[src/rtl/param_serializer.sv]
// Parallel-to-serial shifter with configurable width, bit order and bit period.
// Define PS_PARITY_EN to append an even-parity bit to every frame.
module param_serializer #(
    parameter int WIDTH        = 8,
    parameter int MSB_FIRST    = 0,
    parameter int CLKS_PER_BIT = 1
) (
    input  logic             clk,
    input  logic             rst,
    input  logic             in_valid,
    input  logic [WIDTH-1:0] p_data,
    output logic             in_ready,
    output logic             s_data,
    output logic             s_valid,
    output logic             s_last,
    output logic             busy
);

    localparam int BCW = $clog2(WIDTH + 1);
    localparam int CCW = (CLKS_PER_BIT > 1) ? $clog2(CLKS_PER_BIT) : 1;
    localparam logic [CCW-1:0] CYC_LAST     = CCW'(CLKS_PER_BIT - 1);
    localparam logic [BCW-1:0] BIT_LAST     = BCW'(WIDTH);
    localparam logic [BCW-1:0] BIT_PRE_LAST = BCW'(WIDTH - 1);

`ifdef PS_PARITY_EN
    typedef enum logic [1:0] {
        ST_IDLE   = 2'd0,
        ST_SHIFT  = 2'd1,
        ST_PARITY = 2'd2
    } state_t;
`else
    typedef enum logic [1:0] {
        ST_IDLE  = 2'd0,
        ST_SHIFT = 2'd1
    } state_t;
`endif

    function automatic logic first_bit(input logic [WIDTH-1:0] word);
        if (MSB_FIRST != 0) begin
            first_bit = word[WIDTH-1];
        end else begin
            first_bit = word[0];
        end
    endfunction

    // Drops the bit just emitted so the next one sits at the output end.
    function automatic logic [WIDTH-1:0] shift_out(input logic [WIDTH-1:0] word);
        if (MSB_FIRST != 0) begin
            shift_out = {word[WIDTH-2:0], 1'b0};
        end else begin
            shift_out = {1'b0, word[WIDTH-1:1]};
        end
    endfunction

`ifdef PS_PARITY_EN
    function automatic logic even_parity(input logic [WIDTH-1:0] word);
        even_parity = ^word;
    endfunction
`endif

    state_t           r_state,    w_state;
    logic [WIDTH-1:0] r_shift,    w_shift;
    logic [BCW-1:0]   r_bit_cnt,  w_bit_cnt;
    logic [CCW-1:0]   r_cyc_cnt,  w_cyc_cnt;
    logic             r_s_data,   w_s_data;
    logic             r_s_valid,  w_s_valid;
    logic             r_s_last,   w_s_last;
    logic             r_in_ready, w_in_ready;
`ifdef PS_PARITY_EN
    logic             r_parity,   w_parity;
`endif
    logic             w_accept;
    logic             w_bit_end;

    assign w_accept  = in_valid && r_in_ready;
    assign w_bit_end = (r_cyc_cnt == CYC_LAST);

    // Next-state and next-output decode; in_ready is only ever high when a new word may load.
    always_comb begin
        w_state   = r_state;
        w_shift   = r_shift;
        w_bit_cnt = r_bit_cnt;
        w_cyc_cnt = r_cyc_cnt;
        w_s_data  = r_s_data;
        w_s_valid = r_s_valid;
        w_s_last  = r_s_last;
`ifdef PS_PARITY_EN
        w_parity  = r_parity;
`endif
        case (r_state)
            ST_IDLE: begin
                w_s_data  = 1'b0;
                w_s_valid = 1'b0;
                w_s_last  = 1'b0;
            end
            ST_SHIFT: begin
                if (!w_bit_end) begin
                    w_cyc_cnt = r_cyc_cnt + CCW'(1);
                end else if (r_bit_cnt != BIT_LAST) begin
                    w_s_data  = first_bit(r_shift);
                    w_shift   = shift_out(r_shift);
                    w_bit_cnt = r_bit_cnt + BCW'(1);
                    w_cyc_cnt = {CCW{1'b0}};
`ifdef PS_PARITY_EN
                    w_s_last  = 1'b0;
`else
                    w_s_last  = (r_bit_cnt == BIT_PRE_LAST);
`endif
                end else begin
`ifdef PS_PARITY_EN
                    w_state   = ST_PARITY;
                    w_s_data  = r_parity;
                    w_s_last  = 1'b1;
                    w_cyc_cnt = {CCW{1'b0}};
`else
                    w_state   = ST_IDLE;
                    w_shift   = {WIDTH{1'b0}};
                    w_bit_cnt = {BCW{1'b0}};
                    w_cyc_cnt = {CCW{1'b0}};
                    w_s_data  = 1'b0;
                    w_s_valid = 1'b0;
                    w_s_last  = 1'b0;
`endif
                end
            end
`ifdef PS_PARITY_EN
            ST_PARITY: begin
                if (!w_bit_end) begin
                    w_cyc_cnt = r_cyc_cnt + CCW'(1);
                end else begin
                    w_state   = ST_IDLE;
                    w_shift   = {WIDTH{1'b0}};
                    w_bit_cnt = {BCW{1'b0}};
                    w_cyc_cnt = {CCW{1'b0}};
                    w_parity  = 1'b0;
                    w_s_data  = 1'b0;
                    w_s_valid = 1'b0;
                    w_s_last  = 1'b0;
                end
            end
`endif
            default: begin
                w_state   = ST_IDLE;
                w_shift   = {WIDTH{1'b0}};
                w_bit_cnt = {BCW{1'b0}};
                w_cyc_cnt = {CCW{1'b0}};
                w_s_data  = 1'b0;
                w_s_valid = 1'b0;
                w_s_last  = 1'b0;
            end
        endcase

        // An accept can only happen in IDLE or the final cycle of a frame, so it always starts a new frame.
        if (w_accept) begin
            w_state   = ST_SHIFT;
            w_s_data  = first_bit(p_data);
            w_shift   = shift_out(p_data);
            w_bit_cnt = BCW'(1);
            w_cyc_cnt = {CCW{1'b0}};
            w_s_valid = 1'b1;
            w_s_last  = 1'b0;
`ifdef PS_PARITY_EN
            w_parity  = even_parity(p_data);
`endif
        end else begin
            w_s_valid = w_s_valid;
        end

        if (w_state == ST_IDLE) begin
            w_in_ready = 1'b1;
        end else begin
            w_in_ready = w_s_last && (w_cyc_cnt == CYC_LAST);
        end
    end

    // State and output registers with asynchronous reset.
    always_ff @(posedge clk or posedge rst) begin
        if (rst) begin
            r_state    <= ST_IDLE;
            r_shift    <= {WIDTH{1'b0}};
            r_bit_cnt  <= {BCW{1'b0}};
            r_cyc_cnt  <= {CCW{1'b0}};
            r_s_data   <= 1'b0;
            r_s_valid  <= 1'b0;
            r_s_last   <= 1'b0;
            r_in_ready <= 1'b1;
`ifdef PS_PARITY_EN
            r_parity   <= 1'b0;
`endif
        end else begin
            r_state    <= w_state;
            r_shift    <= w_shift;
            r_bit_cnt  <= w_bit_cnt;
            r_cyc_cnt  <= w_cyc_cnt;
            r_s_data   <= w_s_data;
            r_s_valid  <= w_s_valid;
            r_s_last   <= w_s_last;
            r_in_ready <= w_in_ready;
`ifdef PS_PARITY_EN
            r_parity   <= w_parity;
`endif
        end
    end

    assign in_ready = r_in_ready;
    assign s_data   = r_s_data;
    assign s_valid  = r_s_valid;
    assign s_last   = r_s_last;
    assign busy     = r_s_valid;

endmodule

[config.mk]
export PLATFORM = sky130hd
export DESIGN_NAME = param_serializer
export DESIGN_NICKNAME = d
export VERILOG_FILES = /design/src/rtl/param_serializer.sv
export SDC_FILE = /design/constraint.sdc
export NUM_CORES = 1
export LEC_CHECK = 0
export CELL_PAD_IN_SITES_DETAIL_PLACEMENT = 0
export CELL_PAD_IN_SITES_GLOBAL_PLACEMENT = 2
export CORE_MARGIN = 2
export CORE_UTILIZATION = 31
export CTS_CLUSTER_DIAMETER = 200
export DETAILED_ROUTE_END_ITERATION = 10
export PLACE_DENSITY = 0.84
export REMOVE_ABC_BUFFERS = 1
export SLEW_MARGIN = 20
export SYNTH_ARGS = -nofsm -noshare
export SYNTH_HDL_FRONTEND = slang
export SYNTH_SLANG_ARGS = --single-unit
export TNS_END_PERCENT = 5
[constraint.sdc]
create_clock -name clk -period 2.06 [get_ports clk]
set_input_delay 0.412 -clock clk [delete_from_list [all_inputs] [get_ports clk]]
set_output_delay 0.412 -clock clk [all_outputs]
set_load 0.005 [all_outputs]
# --- Yosys cells after proc, flatten, opt, wreduce, memory -nomap -nowiden ---
# Cells that the tools add are included.
# W data, S select, Z words.
classes:
  reduce_logical: 6
  bitwise: 1
  n_addsub: 2
  n_mux: 28
  eq_ne: 6
op_table:
  columns: ["cell", "count"]
  rows:
  - ["$mux W8", 2]
  - ["$pmux W8 S2", 1]
  - ["$mux W1", 15]
  - ["$mux W4", 3]
  - ["$pmux W4 S2", 1]
  - ["$mux W7", 1]
  - ["$mux W2", 3]
  - ["$ne A3 B3 Y1 const B", 2]
  - ["$add A4 B1 Y4 const B", 1]
  - ["$eq A4 B3 Y1 const B", 1]
  - ["$logic_not A2 Y1", 2]
  - ["$ne A4 B4 Y1 const B", 1]
  - ["$pmux W2 S2", 1]
  - ["$reduce_and A2 Y1", 2]
  - ["$eq A2 B1 Y1 const B", 1]
  - ["$logic_and A1 B1 Y1", 2]
  - ["$ne A2 B2 Y1 const B", 1]
  - ["$pmux W1 S2", 1]
  - ["$add A1 B1 Y1 const B", 1]
  - ["$not A1 Y1", 1]
totals:
  in_bits: 11
  out_inout_bits: 5
  regBits: 19
  elab_cells: 51

# --- Longest topological paths before layout ---
# Gate-level depths: netlist of run 1.
depth:
  ltp_word: 7
  depth_mapped: 5
  ltp_nobuf: 5

# --- Worst setup path before layout of run 1 ---
# No wires, ideal clock.
synth_path:
  path_type: "input port to flip-flop"
  startpoint: "input in_valid"
  endpoint: "register r_bit_cnt[2]"
  arrival_time_ns: 1.387
  path_slack_ns: 0.551
  cell_stages: 5
  setup_ns: 0.122
  required_time_ns: 1.938
  path_buffers: 2
  path_cell_list: "and2_1 -> clkbuf_2 -> or3_1 -> buf_6 -> a32o_1"
synth_between:
  elab_chain_len: 3
  word_cells_on_any_way: 5
  cone_classes: "eq/ne (2); mux (1); reduce/logical (2)"
synth_lines:
  columns: ["item", "line", "text"]
  rows:
  - ["start: declaration", "10", "input logic in_valid,"]
  - ["$logic_and A1 B1 Y1 (*)", "75", "assign w_accept = in_valid && r_in_ready;"]
  - ["$ne A3 B3 Y1 (no line) / $ne A2 B2 Y1 (equally long branches)", null, null]
  - ["$reduce_and A2 Y1 (no line)", null, null]
  - ["end signal: assignment", "181", "r_bit_cnt <= {BCW{1'b0}};"]
  - ["end signal: assignment", "193", "r_bit_cnt <= w_bit_cnt;"]
  - ["end: declaration", "63", "logic [BCW-1:0] r_bit_cnt, w_bit_cnt;"]
# Mark *: on every way between the ends. The rest lies on a longest branch, timed or not.
# A chain may end at the register's enable or synchronous reset.

# --- Worst setup path in the final report of run 1 ---
layout_path:
  startpoint: "register r_in_ready, in the netlist in_ready"
  endpoint: "output in_ready"
layout_rtl:
  columns: ["item", "line", "text"]
  rows:
  - ["start: declaration", "68", "logic r_in_ready, w_in_ready;"]
  - ["start signal: assignment", "198", "r_in_ready <= w_in_ready;"]
  - ["end: declaration", "12", "output logic in_ready,"]
# No word-level cell between the ends.

==> flow_summary.ini, run 1 <==
[placed_design]
dp_slack_ns = 0.2120
routabilityCongestion = 0.7903
place_area_mm2 = 0.001146
place.detailed.hpwl_um = 1580
io_buffers = 15

[global_route]
grt_pass1_vias = 831
grt_pass1_wl_um = 3843
grt_overflow = 0
grt_usage_pct = 14.68
grt_max_degree = 19
antenna_found_initial = 0

[clock_network]
cts_tree = built
clock_path_buffers = 2
clk_pin_slew_ns = 0.11
cts_root_buf = clkbuf_4
clock_sinks = 18
insertion_delay_ns = 0.30
cts_resized = 0
post_cts_buffers = 0
cts_inserted_buffers = 3
cts_hold_buf = 0
cts_htree_levels = 1

[power]
ir_worst_vdd_mv = 0.2035
total_power_mw = 0.8521
power.leakage_nw = 0.4771
pwr_density_cell_mw_per_mm2 = 720.6

[floorplanning]
start_util_pct = 32.02
ioPinCount = 16
rows = 20
die_w_um = 59.46
die_area_mm2 = 0.003535
core_area_mm2 = 0.002978
die_h_um = 59.46

[worst_setup_path]
crit_chain = clkdlybuf4s50_1
cp.arrival_ns = 1.35
cp_max_fo = 3
critPathRequiredTime_ns = 1.65
crit_path_start_kind = flip-flop
crit_start = in_ready
crit_family = flip-flops
endpoint = in_ready
max_stage_delay_ns = 0.55
critPathCaptureType = primary output
worst-path-buf-inv = 1
r2r-end = r_shift[1]
rrSetupSlack_ns = 0.51
reg2reg_depth = 4
reg2reg_from = r_state[0]
critical_path_class = reg2out
worst_path_max_delay_cell = dfstp_2
worst-path-stages = 1

[yosys]
syn_area_um2 = 953.4
synthFlopType = dfrtp_1
synth_edf_count = 0
avgSynthCellArea_um2 = 9.534
synthTopCellsByArea = dfrtp_1, a31oi_1, nand4_1
yosysTopAreaCellShare_pct = 44.62
async_reset_ff_share_pct = 100.0
ys_seq_area_share_pct = 47.38
synth_cell_type_count = 33
ys_ff_latch = 18
yosysWarnings = 0
syn-instance-count = 100
synth_most_common_cell = dfrtp_1
synth.largest_area_cell = dfrtp_1
synthTopCellsByCount = dfrtp_1, a31oi_1, inv_1, nand2_1

[timing]
setup_violations = 0
finalCritPeriodShare_pct = 85.36
setup_slack_ns = 0.3015
setup_tns_ns = 0
skew_ns = 0.001347
post-route-min-period_ns = 1.758
rsz0062_at_grt = false
fmax_ghz = 0.5687
finalHoldViolCount = 0
slew_viol_final = 0

[worst_hold_path]
hold_class = in2async

[finish]
nets = 132
syn_to_final_growth_pct = 24.02
final_cell_area_mm2 = 0.001182
drive_above_1_share_pct = 11.86
num_antenna_cells = 0

[detailed_routing]
drt-wirelength-per-cell_um = 15.30
ant_nets = 0
drt-total-wl_um = 2310
vias_per_cell = 5.464
drt-initial-drc-count = 28
drc = 0
num_vias = 825
dr.pass1.iters = 4

[status]
status = finished, final reports clean

[job]
max-cap-violations = 0
==> worst min-delay path, delay by kind of cell <==
kind	cells	cell delay [ns]
buffers and inverters	3	0.69
==> how the worst min path moves through the flow <==
stage,to,slack [ns],depth (start not counted)
finish,r_state[1],0.41,3
global route,busy,0.44,3
CTS,r_state[1],0.41,3
detailed placement,r_shift[6],0.53,2
global placement,r_shift[6],0.52,2
floorplan,busy,0.35,1
==> report_power, final <==
group	internal [mW]	total, mW	switching (mW)
clock	0.108	0.232	0.124
sequential	0.397	0.428	0.0312
combinational	0.0919	0.192	0.100
total	0.597	0.852	0.255
==> kinds of logic after synthesis <==
kind of cell	Yosys count	share of synthesized area [%]
adder cells (fa/ha/maj)	2	2.624
buffers and inverters	17	8.923
flip-flops	18	47.38
AND/OR/NAND/NOR	38	24.01
AO/OA/AOI/OAI	23	15.62
other	1	0.3933
multiplexers	1	1.050
==> state kept, by name (all words and copies together), names as in the netlist <==
register,cells
busy,1
in_ready,1
r_bit_cnt,4
r_cyc_cnt,1
r_shift,7
r_state,2
s_data,1
s_last,1
==> through the flow <==
step	std cells	util, %	hold WS (ns)
finish	151	39.71	0.4052
global route	151	39.71	0.4358
CTS	151	39.71	0.4133
detailed placement	147	38.49	0.5338
global placement	147	38.49	0.5216
floorplan	92	-	0.3498
==> routing by layer <==
layer / wire length, um / share of wire [%] / global-route usage (%)
met2: 1087 / 47 / 22.61
met5: 0 / 0 / 0
met4: 35 / 1.5 / 6.818
met1: 1077 / 47 / 19.86
met3: 111 / 4.8 / 2.620
==> layout make-up <==
type                       count  area (um2)
sequential                    18       451.7
fill                         312        1795
inverter                       9       33.78
timing repair buffer          22       202.7
multi-input combinational     65       416.7
tap                           33       41.29
clock buffer                   4       36.28
==> cells in the final DEF (no fill, tap or decap), drive strengths merged, types with 2 or more instances in the layout <==
master | Yosys | layout
a31oi | 10 | 10
buf | 4 | 7
nand4 | 7 | 7
ha | 2 | 2
nor4 | 7 | 7
nand3 | 2 | 2
nand3b | 2 | 2
nor2b | 3 | 3
and2 | 2 | 2
clkdlybuf4s50 | 0 | 15
clkbuf | 4 | 4
o21ai | 6 | 6
nand2 | 9 | 9
dfrtp | 17 | 17
inv | 9 | 9
o2111ai | 2 | 2
No activity file was read; power rests on OpenSTA's default activity.
==> inputs of run 2 (changes only) <==
--- a/config.mk
+++ b/config.mk
@@ -5,6 +5,7 @@
 export SDC_FILE = /design/constraint.sdc
 export NUM_CORES = 1
 export LEC_CHECK = 0
+export CAP_MARGIN = 40
 export CELL_PAD_IN_SITES_DETAIL_PLACEMENT = 0
 export CELL_PAD_IN_SITES_GLOBAL_PLACEMENT = 2
 export CORE_MARGIN = 2
==> results of run 2 <==
Same layout as run 1: the final DEF is identical, and so are final timing and power.
==> inputs of run 3 (changes only) <==
--- a/config.mk
+++ b/config.mk
@@ -9,10 +9,11 @@
 export CELL_PAD_IN_SITES_DETAIL_PLACEMENT = 0
 export CELL_PAD_IN_SITES_GLOBAL_PLACEMENT = 2
 export CORE_MARGIN = 2
-export CORE_UTILIZATION = 31
+export CORE_UTILIZATION = 37
 export CTS_CLUSTER_DIAMETER = 200
 export DETAILED_ROUTE_END_ITERATION = 10
-export PLACE_DENSITY = 0.84
+export DONT_BUFFER_PORTS = 1
+export PLACE_DENSITY = 0.83
 export REMOVE_ABC_BUFFERS = 1
 export SLEW_MARGIN = 20
 export SYNTH_ARGS = -nofsm -noshare
==> flow_summary.ini, run 3 (synthesized netlist as in run 1, its figures left out) <==
[status]
status = finished, final reports clean

[finish]
instances_no_fill = 128
post-route-util_pct = 40.37
layout_commonest_cell = dfrtp_1
largestRegisters = r_shift x7, r_bit_cnt x4, r_state x2
syn_to_final_growth_pct = 3.937
drive_above_1_share_pct = 9.184
mostFrequentLayoutCells = dfrtp_1, a31oi_1, nand2_1, inv_1
final_cell_area_um2 = 991.0
largest_reg_flops = 7
nets = 112
largest-register = r_shift
num_antenna_cells = 0

[floorplanning]
start_util_pct = 38.84
die_h_um = 54.76
core_area_mm2 = 0.002455
ioPinCount = 16
rows = 18
die_area_mm2 = 0.002999
die_w_um = 54.76

[timing]
worstMarginPinSlew_ns = 0.6901
rsz0062_at_grt = false
fmax_ghz = 0.6216
finalCritPeriodShare_pct = 78.09
skew_ns = 0.006197
post-route-min-period_ns = 1.609
setup_tns_ns = 0
setup_slack_ns = 0.4513
slew_viol_final = 0
setup_violations = 0
slew_headroom_pct = 53.94
finalHoldViolCount = 0
fin_hold_ws_ns = 0.1017

[clock_network]
cts_htree_levels = 1
clock_sinks = 18
post_cts_buffers = 0
cts_root_buf = clkbuf_4
clock_path_buffers = 2
clk_pin_slew_ns = 0.10
insertion_delay_ns = 0.29
cts_tree = built
cts_resized = 0
cts_hold_buf = 0
cts_inserted_buffers = 3

[worst_setup_path]
crit_path_start_kind = flip-flop
cp.arrival_ns = 1.84
cp_max_fo = 15
rrSetupSlack_ns = 0.45
crit_start = r_state[1]
r2r-end = r_bit_cnt[2]
critPathRequiredTime_ns = 2.29
reg2reg_depth = 4
critical_path_class = reg2reg
reg2reg_from = r_state[1]
critPathCaptureType = flip-flop

[job]
max-cap-violations = 0

[detailed_routing]
drt-wirelength-per-cell_um = 15.41
vias_per_cell = 5.805
drt-total-wl_um = 1973
dr.pass1.iters = 4
drc = 0
num_vias = 743
drt-initial-drc-count = 15
ant_nets = 0

[placed_design]
routabilityCongestion = 0.7211
place_area_um2 = 954.7
dp_slack_ns = 0.4566
io_buffers = 0
place.detailed.hpwl_um = 1337
placed_cells = 124

[global_route]
grt_overflow = 0
grt_pass1_vias = 663
grt_usage_pct = 14.56
grt_max_degree = 19
grt_pass1_wl_um = 3139
antenna_found_initial = 0

[worst_hold_path]
hold_class = in2async

[power]
pwr_density_cell_mw_per_mm2 = 788.2
ir_worst_vdd_mv = 0.4517
total_power_mw = 0.7811
power.leakage_nw = 0.3968
==> run 3: critical path, stage by stage (launching register included) <==
cell,delay (ns)
dfrtp_1,0.55
nor2b_1,0.44
buf_4,0.24
and2_1,0.15
a32o_1,0.17
==> run 3: layout make-up <==
cell class | instances | area, um2
Tap cell | 30 | 37.54
Multi-Input combinational cell | 65 | 416.7
Clock buffer | 4 | 36.28
Timing Repair Buffer | 2 | 15.01
Fill cell | 253 | 1464
Inverter | 9 | 33.78
Sequential cell | 18 | 451.7
==> run 3: power by group <==
group | switching, mW | total [mW] | leakage, nW | internal, mW
logic | 0.0841 | 0.134 | 0.145 | 0.0497
registers | 0.0350 | 0.432 | 0.231 | 0.397
clock network | 0.107 | 0.215 | 0.0210 | 0.108
total | 0.227 | 0.781 | 0.397 | 0.555
==> run 3: how the worst max path moves through the flow <==
| stage | slack (ns) | cells after the start | end |
|---|---|---|---|
| 3_3_place_gp | 0.46 | 4 | r_bit_cnt[2] |
| 3_5_place_dp | 0.46 | 3 | r_bit_cnt[0] |
| 5_1_grt | 0.30 | 4 | r_bit_cnt[2] |
| 4_1_cts | 0.45 | 4 | r_bit_cnt[2] |
| 6_report | 0.45 | 4 | r_bit_cnt[2] |
| 2_1_floorplan | 0.49 | 3 | r_bit_cnt[2] |
==> run 3: metal layers <==
metal | GRT usage (%) | share of wire, % | vias up | routed length [um]
met2 | 20.83 | 44 | 18 | 872
met3 | 4.918 | 4.2 | 0 | 82
met5 | 0 | 0 | - | 0
met1 | 21.29 | 52 | 359 | 1018
li1 | - | - | 366 | -
met4 | 2.500 | 0 | 0 | 0
